### src/rtl/sdram_pattern_tester.sv
// Fill/verify/peek exercise engine driving the Qsys SDRAM write-master and read-master ports.
// Define SDRAM_TESTER_ERRINJ_EN to add inject_err, which corrupts bit 0 of fill word 0.
module sdram_pattern_tester #(
  parameter int ADDRESSWIDTH = 8,
  parameter int DATAWIDTH    = 32,
  parameter int ERRW         = 16
) (
  input  logic                    clk,
  input  logic                    reset,
  input  logic                    start,
  input  logic [1:0]              mode,
  input  logic                    pattern_sel,
`ifdef SDRAM_TESTER_ERRINJ_EN
  input  logic                    inject_err,
`endif
  input  logic [ADDRESSWIDTH-1:0] base_addr,
  input  logic [ADDRESSWIDTH-1:0] word_count,
  output logic                    busy,
  output logic                    done,
  output logic                    pass,
  output logic [ERRW-1:0]         err_count,
  output logic [ADDRESSWIDTH-1:0] first_err_addr,
  output logic [DATAWIDTH-1:0]    peek_data,
  output logic                    write_control_fixed_location,
  output logic [ADDRESSWIDTH-1:0] write_control_write_base,
  output logic [ADDRESSWIDTH-1:0] write_control_write_length,
  output logic                    write_control_go,
  input  logic                    write_control_done,
  output logic                    write_user_write_buffer,
  output logic [DATAWIDTH-1:0]    write_user_buffer_data,
  input  logic                    write_user_buffer_full,
  output logic                    read_control_fixed_location,
  output logic [ADDRESSWIDTH-1:0] read_control_read_base,
  output logic [ADDRESSWIDTH-1:0] read_control_read_length,
  output logic                    read_control_go,
  input  logic                    read_control_done,
  output logic                    read_user_read_buffer,
  input  logic [DATAWIDTH-1:0]    read_user_buffer_output_data,
  input  logic                    read_user_data_available
);

  localparam int                    BPW        = DATAWIDTH / 8;
  localparam int                    REP        = DATAWIDTH / 32;
  localparam logic [ADDRESSWIDTH-1:0] BPW_A    = ADDRESSWIDTH'(BPW);
  localparam logic [31:0]           LFSR_SEED  = 32'hACE1_0001;
  localparam logic [31:0]           LFSR_TAPS  = 32'h8020_0003;
  localparam logic [1:0]            MODE_FV    = 2'b00;
  localparam logic [1:0]            MODE_PEEK  = 2'b11;

  typedef enum logic [2:0] {
    IDLE     = 3'd0,
    WR_GO    = 3'd1,
    WR_FILL  = 3'd2,
    WR_WAIT  = 3'd3,
    RD_GO    = 3'd4,
    RD_DRAIN = 3'd5,
    RD_WAIT  = 3'd6,
    FINISH   = 3'd7
  } state_t;

  function automatic logic [31:0] lfsr_next(input logic [31:0] v);
    return (v >> 1) ^ (v[0] ? LFSR_TAPS : 32'h0000_0000);
  endfunction

  function automatic logic [DATAWIDTH-1:0] pattern_word(input logic sel,
                                                        input logic [ADDRESSWIDTH-1:0] a,
                                                        input logic [31:0] l);
    if (sel) return {REP{l}};
    else     return DATAWIDTH'(a);
  endfunction

  state_t                  state_r;
  logic [1:0]              mode_r;
  logic                    pat_r;
  logic [ADDRESSWIDTH-1:0] base_r, count_r;
  logic [ADDRESSWIDTH-1:0] wr_left_r, wr_addr_r, rd_left_r, rd_addr_r, cmp_addr_r;
  logic [31:0]             wr_lfsr_r, rd_lfsr_r;
  logic [DATAWIDTH-1:0]    wr_data_r;
  logic                    wr_done_seen_r, rd_done_seen_r, cmp_vld_r, cmp_bad_r;
  logic                    push_s, pop_s, inj_s;
  logic [ADDRESSWIDTH-1:0] start_cnt_s;
  logic [DATAWIDTH-1:0]    exp_s, first_word_s;

`ifdef SDRAM_TESTER_ERRINJ_EN
  assign inj_s = inject_err;
`else
  assign inj_s = 1'b0;
`endif

  // Flow-control strobes must react to full/available in the same cycle, so they are gated live.
  always_comb begin
    push_s       = 1'b0;
    pop_s        = 1'b0;
    if (state_r == WR_FILL && !write_user_buffer_full && wr_left_r != '0) push_s = 1'b1;
    else                                                                   push_s = 1'b0;
    if (state_r == RD_DRAIN && read_user_data_available && rd_left_r != '0) pop_s = 1'b1;
    else                                                                     pop_s = 1'b0;
    if (mode == MODE_PEEK) start_cnt_s = ADDRESSWIDTH'(1);
    else                   start_cnt_s = word_count;
    exp_s        = pattern_word(pat_r, rd_addr_r, rd_lfsr_r);
    first_word_s = pattern_word(pattern_sel, base_addr, LFSR_SEED) ^ {{(DATAWIDTH-1){1'b0}}, inj_s};
  end

  assign write_user_write_buffer      = push_s;
  assign read_user_read_buffer        = pop_s;
  assign write_user_buffer_data       = wr_data_r;
  assign write_control_fixed_location = 1'b0;
  assign read_control_fixed_location  = 1'b0;

  // Sequencer, address/LFSR generators, one-stage compare pipe and result registers.
  always_ff @(posedge clk or posedge reset) begin
    if (reset) begin
      state_r <= IDLE;
      mode_r <= 2'b00; pat_r <= 1'b0; base_r <= '0; count_r <= '0;
      wr_left_r <= '0; wr_addr_r <= '0; wr_lfsr_r <= 32'h0; wr_data_r <= '0;
      rd_left_r <= '0; rd_addr_r <= '0; rd_lfsr_r <= 32'h0;
      cmp_addr_r <= '0; cmp_vld_r <= 1'b0; cmp_bad_r <= 1'b0;
      wr_done_seen_r <= 1'b0; rd_done_seen_r <= 1'b0;
      busy <= 1'b0; done <= 1'b0; pass <= 1'b0;
      err_count <= '0; first_err_addr <= '0; peek_data <= '0;
      write_control_write_base <= '0; write_control_write_length <= '0; write_control_go <= 1'b0;
      read_control_read_base <= '0; read_control_read_length <= '0; read_control_go <= 1'b0;
    end else begin
      done             <= 1'b0;
      write_control_go <= 1'b0;
      read_control_go  <= 1'b0;
      cmp_vld_r        <= 1'b0;
      if (cmp_vld_r && cmp_bad_r) begin
        if (err_count == '0) first_err_addr <= cmp_addr_r;
        if (err_count != '1) err_count <= err_count + ERRW'(1);
      end
      // Master done pulses may arrive before we reach the wait state; remember them.
      if ((state_r == WR_GO || state_r == WR_FILL || state_r == WR_WAIT) && write_control_done)
        wr_done_seen_r <= 1'b1;
      if ((state_r == RD_GO || state_r == RD_DRAIN || state_r == RD_WAIT) && read_control_done)
        rd_done_seen_r <= 1'b1;

      case (state_r)
        IDLE: begin
          if (start) begin
            busy <= 1'b1; pass <= 1'b0; err_count <= '0; first_err_addr <= '0;
            mode_r <= mode; pat_r <= pattern_sel; base_r <= base_addr; count_r <= start_cnt_s;
            wr_done_seen_r <= 1'b0; rd_done_seen_r <= 1'b0;
            write_control_write_base   <= base_addr;
            read_control_read_base     <= base_addr;
            write_control_write_length <= start_cnt_s * BPW_A;
            read_control_read_length   <= start_cnt_s * BPW_A;
            if (start_cnt_s == '0) begin
              state_r <= FINISH;
            end else if (mode[1]) begin
              state_r <= RD_GO; read_control_go <= 1'b1;
              rd_left_r <= start_cnt_s; rd_addr_r <= base_addr; rd_lfsr_r <= LFSR_SEED;
            end else begin
              state_r <= WR_GO; write_control_go <= 1'b1;
              wr_left_r <= word_count; wr_addr_r <= base_addr; wr_lfsr_r <= LFSR_SEED;
              wr_data_r <= first_word_s;
            end
          end else begin
            state_r <= IDLE;
          end
        end
        WR_GO: state_r <= WR_FILL;
        WR_FILL: begin
          if (push_s) begin
            wr_left_r <= wr_left_r - ADDRESSWIDTH'(1);
            wr_addr_r <= wr_addr_r + BPW_A;
            wr_lfsr_r <= lfsr_next(wr_lfsr_r);
            wr_data_r <= pattern_word(pat_r, wr_addr_r + BPW_A, lfsr_next(wr_lfsr_r));
            if (wr_left_r == ADDRESSWIDTH'(1)) state_r <= WR_WAIT;
            else                               state_r <= WR_FILL;
          end else begin
            state_r <= WR_FILL;
          end
        end
        WR_WAIT: begin
          if (wr_done_seen_r || write_control_done) begin
            wr_done_seen_r <= 1'b0;
            if (mode_r == MODE_FV) begin
              state_r <= RD_GO; read_control_go <= 1'b1; rd_done_seen_r <= 1'b0;
              rd_left_r <= count_r; rd_addr_r <= base_r; rd_lfsr_r <= LFSR_SEED;
            end else begin
              state_r <= FINISH;
            end
          end else begin
            state_r <= WR_WAIT;
          end
        end
        RD_GO: state_r <= RD_DRAIN;
        RD_DRAIN: begin
          if (pop_s) begin
            if (mode_r == MODE_PEEK) begin
              peek_data <= read_user_buffer_output_data;
            end else begin
              cmp_vld_r  <= 1'b1;
              cmp_bad_r  <= (read_user_buffer_output_data != exp_s);
              cmp_addr_r <= rd_addr_r;
            end
            rd_left_r <= rd_left_r - ADDRESSWIDTH'(1);
            rd_addr_r <= rd_addr_r + BPW_A;
            rd_lfsr_r <= lfsr_next(rd_lfsr_r);
            if (rd_left_r == ADDRESSWIDTH'(1)) state_r <= RD_WAIT;
            else                               state_r <= RD_DRAIN;
          end else begin
            state_r <= RD_DRAIN;
          end
        end
        RD_WAIT: begin
          if ((rd_done_seen_r || read_control_done) && !cmp_vld_r) begin
            rd_done_seen_r <= 1'b0;
            state_r        <= FINISH;
          end else begin
            state_r <= RD_WAIT;
          end
        end
        FINISH: begin
          done    <= 1'b1;
          busy    <= 1'b0;
          pass    <= (err_count == '0);
          state_r <= IDLE;
        end
        default: state_r <= IDLE;
      endcase
    end
  end

endmodule
### config.mk
export PLATFORM = sky130hd
export DESIGN_NAME = sdram_pattern_tester
export DESIGN_NICKNAME = d
export VERILOG_FILES = /design/src/rtl/sdram_pattern_tester.sv
export SDC_FILE = /design/constraint.sdc
export NUM_CORES = 1
export LEC_CHECK = 0
export CELL_PAD_IN_SITES_DETAIL_PLACEMENT = 0
export CELL_PAD_IN_SITES_GLOBAL_PLACEMENT = 1
export CORE_MARGIN = 3
export CORE_UTILIZATION = 41
export DETAILED_ROUTE_END_ITERATION = 10
export GPL_TIMING_DRIVEN = 0
export PLACE_DENSITY_LB_ADDON = 0.1
export SLEW_MARGIN = 10
export SYNTH_ARGS = -nofsm -noshare
export SYNTH_HDL_FRONTEND = slang
export SYNTH_SLANG_ARGS = --single-unit
### constraint.sdc
create_clock -name clk -period 9.09 [get_ports clk]
set_input_delay 1.818 -clock clk [delete_from_list [all_inputs] [get_ports clk]]
set_output_delay 1.818 -clock clk [all_outputs]
set_load 0.02 [all_outputs]
; ---- Word level (Yosys, flattened, before mapping)
; Index checks and enable logic that the tools add are counted.
[totals]
register_bits = 229
mem_bits_ro = 0
elab_cells = 182
latch_bits = 0
mem_count = 0
output_inout_bits = 129
ram_bits = 0
[op_classes]
shift = 0
add_sub_neg = 5
mux = 96
n_reduce_logical = 31
multipliers = 0
n_eq_ne = 21
n_bitwise = 3
order_cmp = 0
div_mod_pow = 0
[op_table]
columns = operator, count
row1 = two-way mux 32 bit, 19
row2 = two-way mux 8 bit, 25
row3 = one-hot mux 32 bit (2 select lines), 2
row4 = one-hot mux 32 bit (3 select lines), 1
row5 = two-way mux 16 bit, 4
row6 = bitwise XOR 31 x 32 -> 32 bit, 2
row7 = one-hot mux 8 bit (3 select lines), 2
row8 = inequality test 32 bit, 1
row9 = one-hot mux 8 bit (2 select lines), 2
row10 = two-way mux 1 bit, 27
row11 = one-hot mux 3 bit (8 select lines), 1
row12 = two-way mux 3 bit, 6
row13 = adder 16 x 1 -> 16 bit (second input constant), 1
row14 = adder 8 x 3 -> 8 bit (second input constant), 2
row15 = == test 8 x 1 -> 1 bit (second input constant), 2
row16 = logical NOT 16 bit, 1
row17 = inequality test 16 bit (second input constant), 1
row18 = nonzero test 8 bit, 2
row19 = subtractor 8 x 1 -> 8 bit (second input constant), 2
row20 = == test 3 bit (second input constant), 4
row21 = inequality test 2 bit (second input constant), 6
row22 = logical AND 1 bit, 8
row23 = logical NOT 8 bit, 1
row24 = one-hot mux 1 bit (2 select lines), 4
row25 = 17 further kinds, 30

; ---- Depth between registers and ports, before layout
[depth]
word_depth = 8
depth_mapped = 11
depth_no_buf = 8

; ---- Least setup slack after synthesis
; OpenSTA, ideal clock, no wires.
[synth_path]
path_type = input -> output
from = in write_user_buffer_full
to = out write_user_write_buffer
slack_ns = 4.576
path_buffers = 3
cell_stages = 5
arrival_ns = 2.696
path_cell_list = a311o_1 -> buf_2 -> inv_2 -> buf_2 -> buf_2
[synth_between]
elab_chain_len = 4
[synth_lines]
columns = item, line_no
row1 = start: declaration, 31  ; input logic write_user_buffer_full,
row2 = logical NOT 1 bit, 94  ; if (state_r == WR_FILL && !write_user_buffer_full && wr_left_r != '0) push_s = 1'b1;
row3 = logical AND 1 bit (2 in series), 94
row4 = two-way mux 1 bit, 94
row5 = end: declaration, 29  ; output logic write_user_write_buffer,
; No other way between the ends.

; ---- Worst setup path in the final report
; Ends and elaborated chain as after synthesis.

==> metrics.yaml <==
outcome: "finished clean"
routed_wl_um: 31740
finalHoldViolations: 0
ctsHoldBuffers: 0
cts_buffer_depth: 3
ys_warn_count: 0
synthCells: 1163
num_vias: 9339
dieHeight_um: 169.3
startpoint_type: "input port"
drtIter0Drc: 614
fin_area_um2: 14150
cp_slowest_cell: "clkdlybuf4s50_1"
crit_arrival_ns: 3.96
clock_sinks: 223
ys_ff_latch: 223
synth_cell_types: 71
port_buffers: 179
dp_hpwl_um: 22640
path_max_fanout: 10
fmax_mhz: 173.2
powerDensity_nw_per_um2: 328.3
cts-root-buf: "clkbuf_16"
skew_ns: 0.01970
row_count: 59
antenna_cells: 0
synth_top_flop_cell: "dfrtp_1"
slew_headroom_pct: 31.53
report.final.setup_viol: 0
synthToLayoutAreaGrowth_pct: 29.41
fin_tns_setup_ns: 0
grt_pass1_wl_um: 50240
gr-total-overflow: 0
cp.required_ns: 7.27
power.internal_mw: 2.830
max-vdd-ir-drop_v: 0.0001643
netSwitchingFraction_pct: 39.10
path_common_cell: "buf_2"
clk_pin_slew_ns: 0.06
post_cts.repair.setup_buffers: 0
dpl_cell_area_um2: 13230
syn_area_um2: 10940
switching_power_mw: 1.817
start_util_pct: 41.86
track_usage_pct: 21.61
ant_nets: 0
power.total_mw: 4.648
final_cell_mix: "nand2_1 (244), dfrtp_1 (223), clkdlybuf4s50_1 (179)"
wire_per_inst_um: 18.33
finalCriticalPeriod_ns: 5.774
placed_cells: 1684
setup_ws_ns: 3.316
core_area_um2: 26130
htree_levels: 1
synth-edff-count: 0
dieWidth_um: 169.3
antenna_found_initial: 0
drive_gt1_share_pct: 9.885
firstDrtPassIters: 5
final_nets: 1443
grt_pass1_vias: 9018
layout.cells.most_common: "nand2_1"
die_area_um2: 28670
ios: 187
cts_tree: "built"
p_clk_share_pct: 23.9
synth-async-reset-ratio_pct: 100.0
clk_latency_ns: 0.53
grt_max_degree: 105
cp-end-kind: "output port"
syn_area_per_cell_um2: 9.405
cts_made_buffers: 26
route.detailed.drc: 0
dpl_worst_slack_ns: 3.321
p_seq_share_pct: 35.0
drv.max_cap_violation_count: 0
vias_per_cell: 5.395
fin_util_pct: 54.17
cts_resized: 0
hold_class: "reg2reg"
synth-seq-area-share_pct: 51.02
timing.final.crit_share_pct: 63.52
crit_type: "in2out"
place_congestion: 0.8715
stdcell_count: 1731
worstMarginPinSlew_ns: 1.021
leakagePower_nw: 6.244
rsz0062_at_grt: "false"
report.final.slew_viol_count: 0
cp_slowest_stage_delay_ns: 0.64
worstPathCellList: "clkdlybuf4s50_1 -> a311o_1 -> buf_2 -> inv_2 -> buf_2 -> buf_2 -> clkdlybuf4s50_1"
combinationalPowerShare_pct: 41.1
whs_ns: 0.4710
-- power by group through the flow --
stage / logic [mW] / clock network, mW / registers (mW)
after global placement: 1.89 / 0 / 1.63
after global routing: 2.09 / 1.18 / 1.67
after detailed placement: 1.92 / 0 / 1.64
final: 1.91 / 1.11 / 1.63
after floorplan: 1.06 / 0 / 1.71
after CTS: 1.93 / 1.13 / 1.62
-- critical path, delay by kind of cell --
kind | cells | cell delay (ns)
buf+inv | 6 | 1.86
compound gates | 1 | 0.28
-- path summary, 6_finish.rpt --
path / from / end / slack, ns / cells past startpoint
max: write_user_buffer_full / write_user_write_buffer / 3.32 / 7
min: count_r[6] / count_r[6] / 0.47 / 2
max reg2reg: wr_left_r[0] / write_user_buffer_data[1] / 6.00 / 10
min reg2reg: count_r[6] / count_r[6] / 0.47 / 2
max in group asynchronous: reset / rd_addr_r[1] / 6.47 / 3
min in group asynchronous: reset / count_r[3] / 1.71 / 2
-- routing by layer --
metal	up-vias	track usage, %	part of all wire (%)	wire, um
met5	-	0	0	0
met4	0	5.477	2.2	689
met3	57	3.098	4.8	1524
met2	259	34.53	46	14610
met1	4531	31.21	47	14910
li1	4492	-	-	-
-- final cells by class --
| type | count | area, um2 |
|---|---|---|
| sequential | 223 | 5580 |
| timing repair buffer | 181 | 1847 |
| clock inverter | 8 | 123.9 |
| fill | 2402 | 11980 |
| tap | 335 | 419.2 |
| inverter | 25 | 101.3 |
| clock buffer | 39 | 800.8 |
| buffer | 93 | 514.2 |
| multi-input combinational | 827 | 4768 |
-- flip-flops by register name, indices dropped and copies added, names as in the netlist, 3 cells and up --
register	count
state_r	3
wr_addr_r	8
cmp_addr_r	8
err_count	16
base_r	8
rd_lfsr_r	32
write_user_buffer_data	32
first_err_addr	8
wr_left_r	8
count_r	8
rd_addr_r	8
rd_left_r	8
wr_lfsr_r	32
peek_data	32
-- synth_stat cells, types with 4 or more instances --
| cell type | count | share of area (%) |
|---|---|---|
| nor2_1 | 80 | 2.7 |
| a221oi_1 | 7 | 0.56 |
| buf_4 | 30 | 2.1 |
| or4_1 | 4 | 0.27 |
| nand2b_1 | 7 | 0.40 |
| buf_2 | 14 | 0.64 |
| nor4bb_1 | 11 | 1.0 |
| a211oi_1 | 8 | 0.55 |
| a21oi_1 | 52 | 2.4 |
| o21ai_0 | 87 | 4.0 |
| o31ai_1 | 4 | 0.27 |
| nor2b_1 | 5 | 0.29 |
| nand3_1 | 56 | 2.6 |
| a32oi_1 | 6 | 0.48 |
| dfrtp_1 | 223 | 51 |
| a31oi_1 | 13 | 0.74 |
| buf_1 | 5 | 0.17 |
| xor2_1 | 20 | 1.6 |
| nand2_1 | 244 | 8.4 |
| xnor2_1 | 20 | 1.6 |
| nor3_1 | 18 | 0.82 |
| o22ai_1 | 10 | 0.57 |
| inv_1 | 23 | 0.79 |
| mux2i_1 | 20 | 1.8 |
| ha_1 | 8 | 0.92 |
| a22o_1 | 16 | 1.3 |
| and3_1 | 5 | 0.29 |
| nand4_1 | 11 | 0.63 |
| clkbuf_1 | 36 | 1.2 |
| mux2_2 | 32 | 3.3 |
| nor3b_1 | 4 | 0.27 |
| o21a_1 | 4 | 0.27 |
| a2bb2oi_1 | 5 | 0.40 |
| nor4_1 | 9 | 0.51 |
| clkbuf_2 | 4 | 0.18 |
| buf_6 | 4 | 0.41 |
| or3_1 | 6 | 0.34 |
-- logic make-up (layout without fill, tap and decap cells) --
kind of cell	after synthesis	after routing	synth area share (%)
multiplexers	52	52	5.125
flip-flops	223	223	51.02
buffers and inverters	118	346	5.559
AND/OR/NAND/NOR	476	476	19.82
AO/OA/AOI/OAI	245	245	14.32
XOR/XNOR	40	40	3.203
adder cells (fa/ha/maj)	8	8	0.9152
other	1	6	0.03428
(Power assumes the default switching activity.)
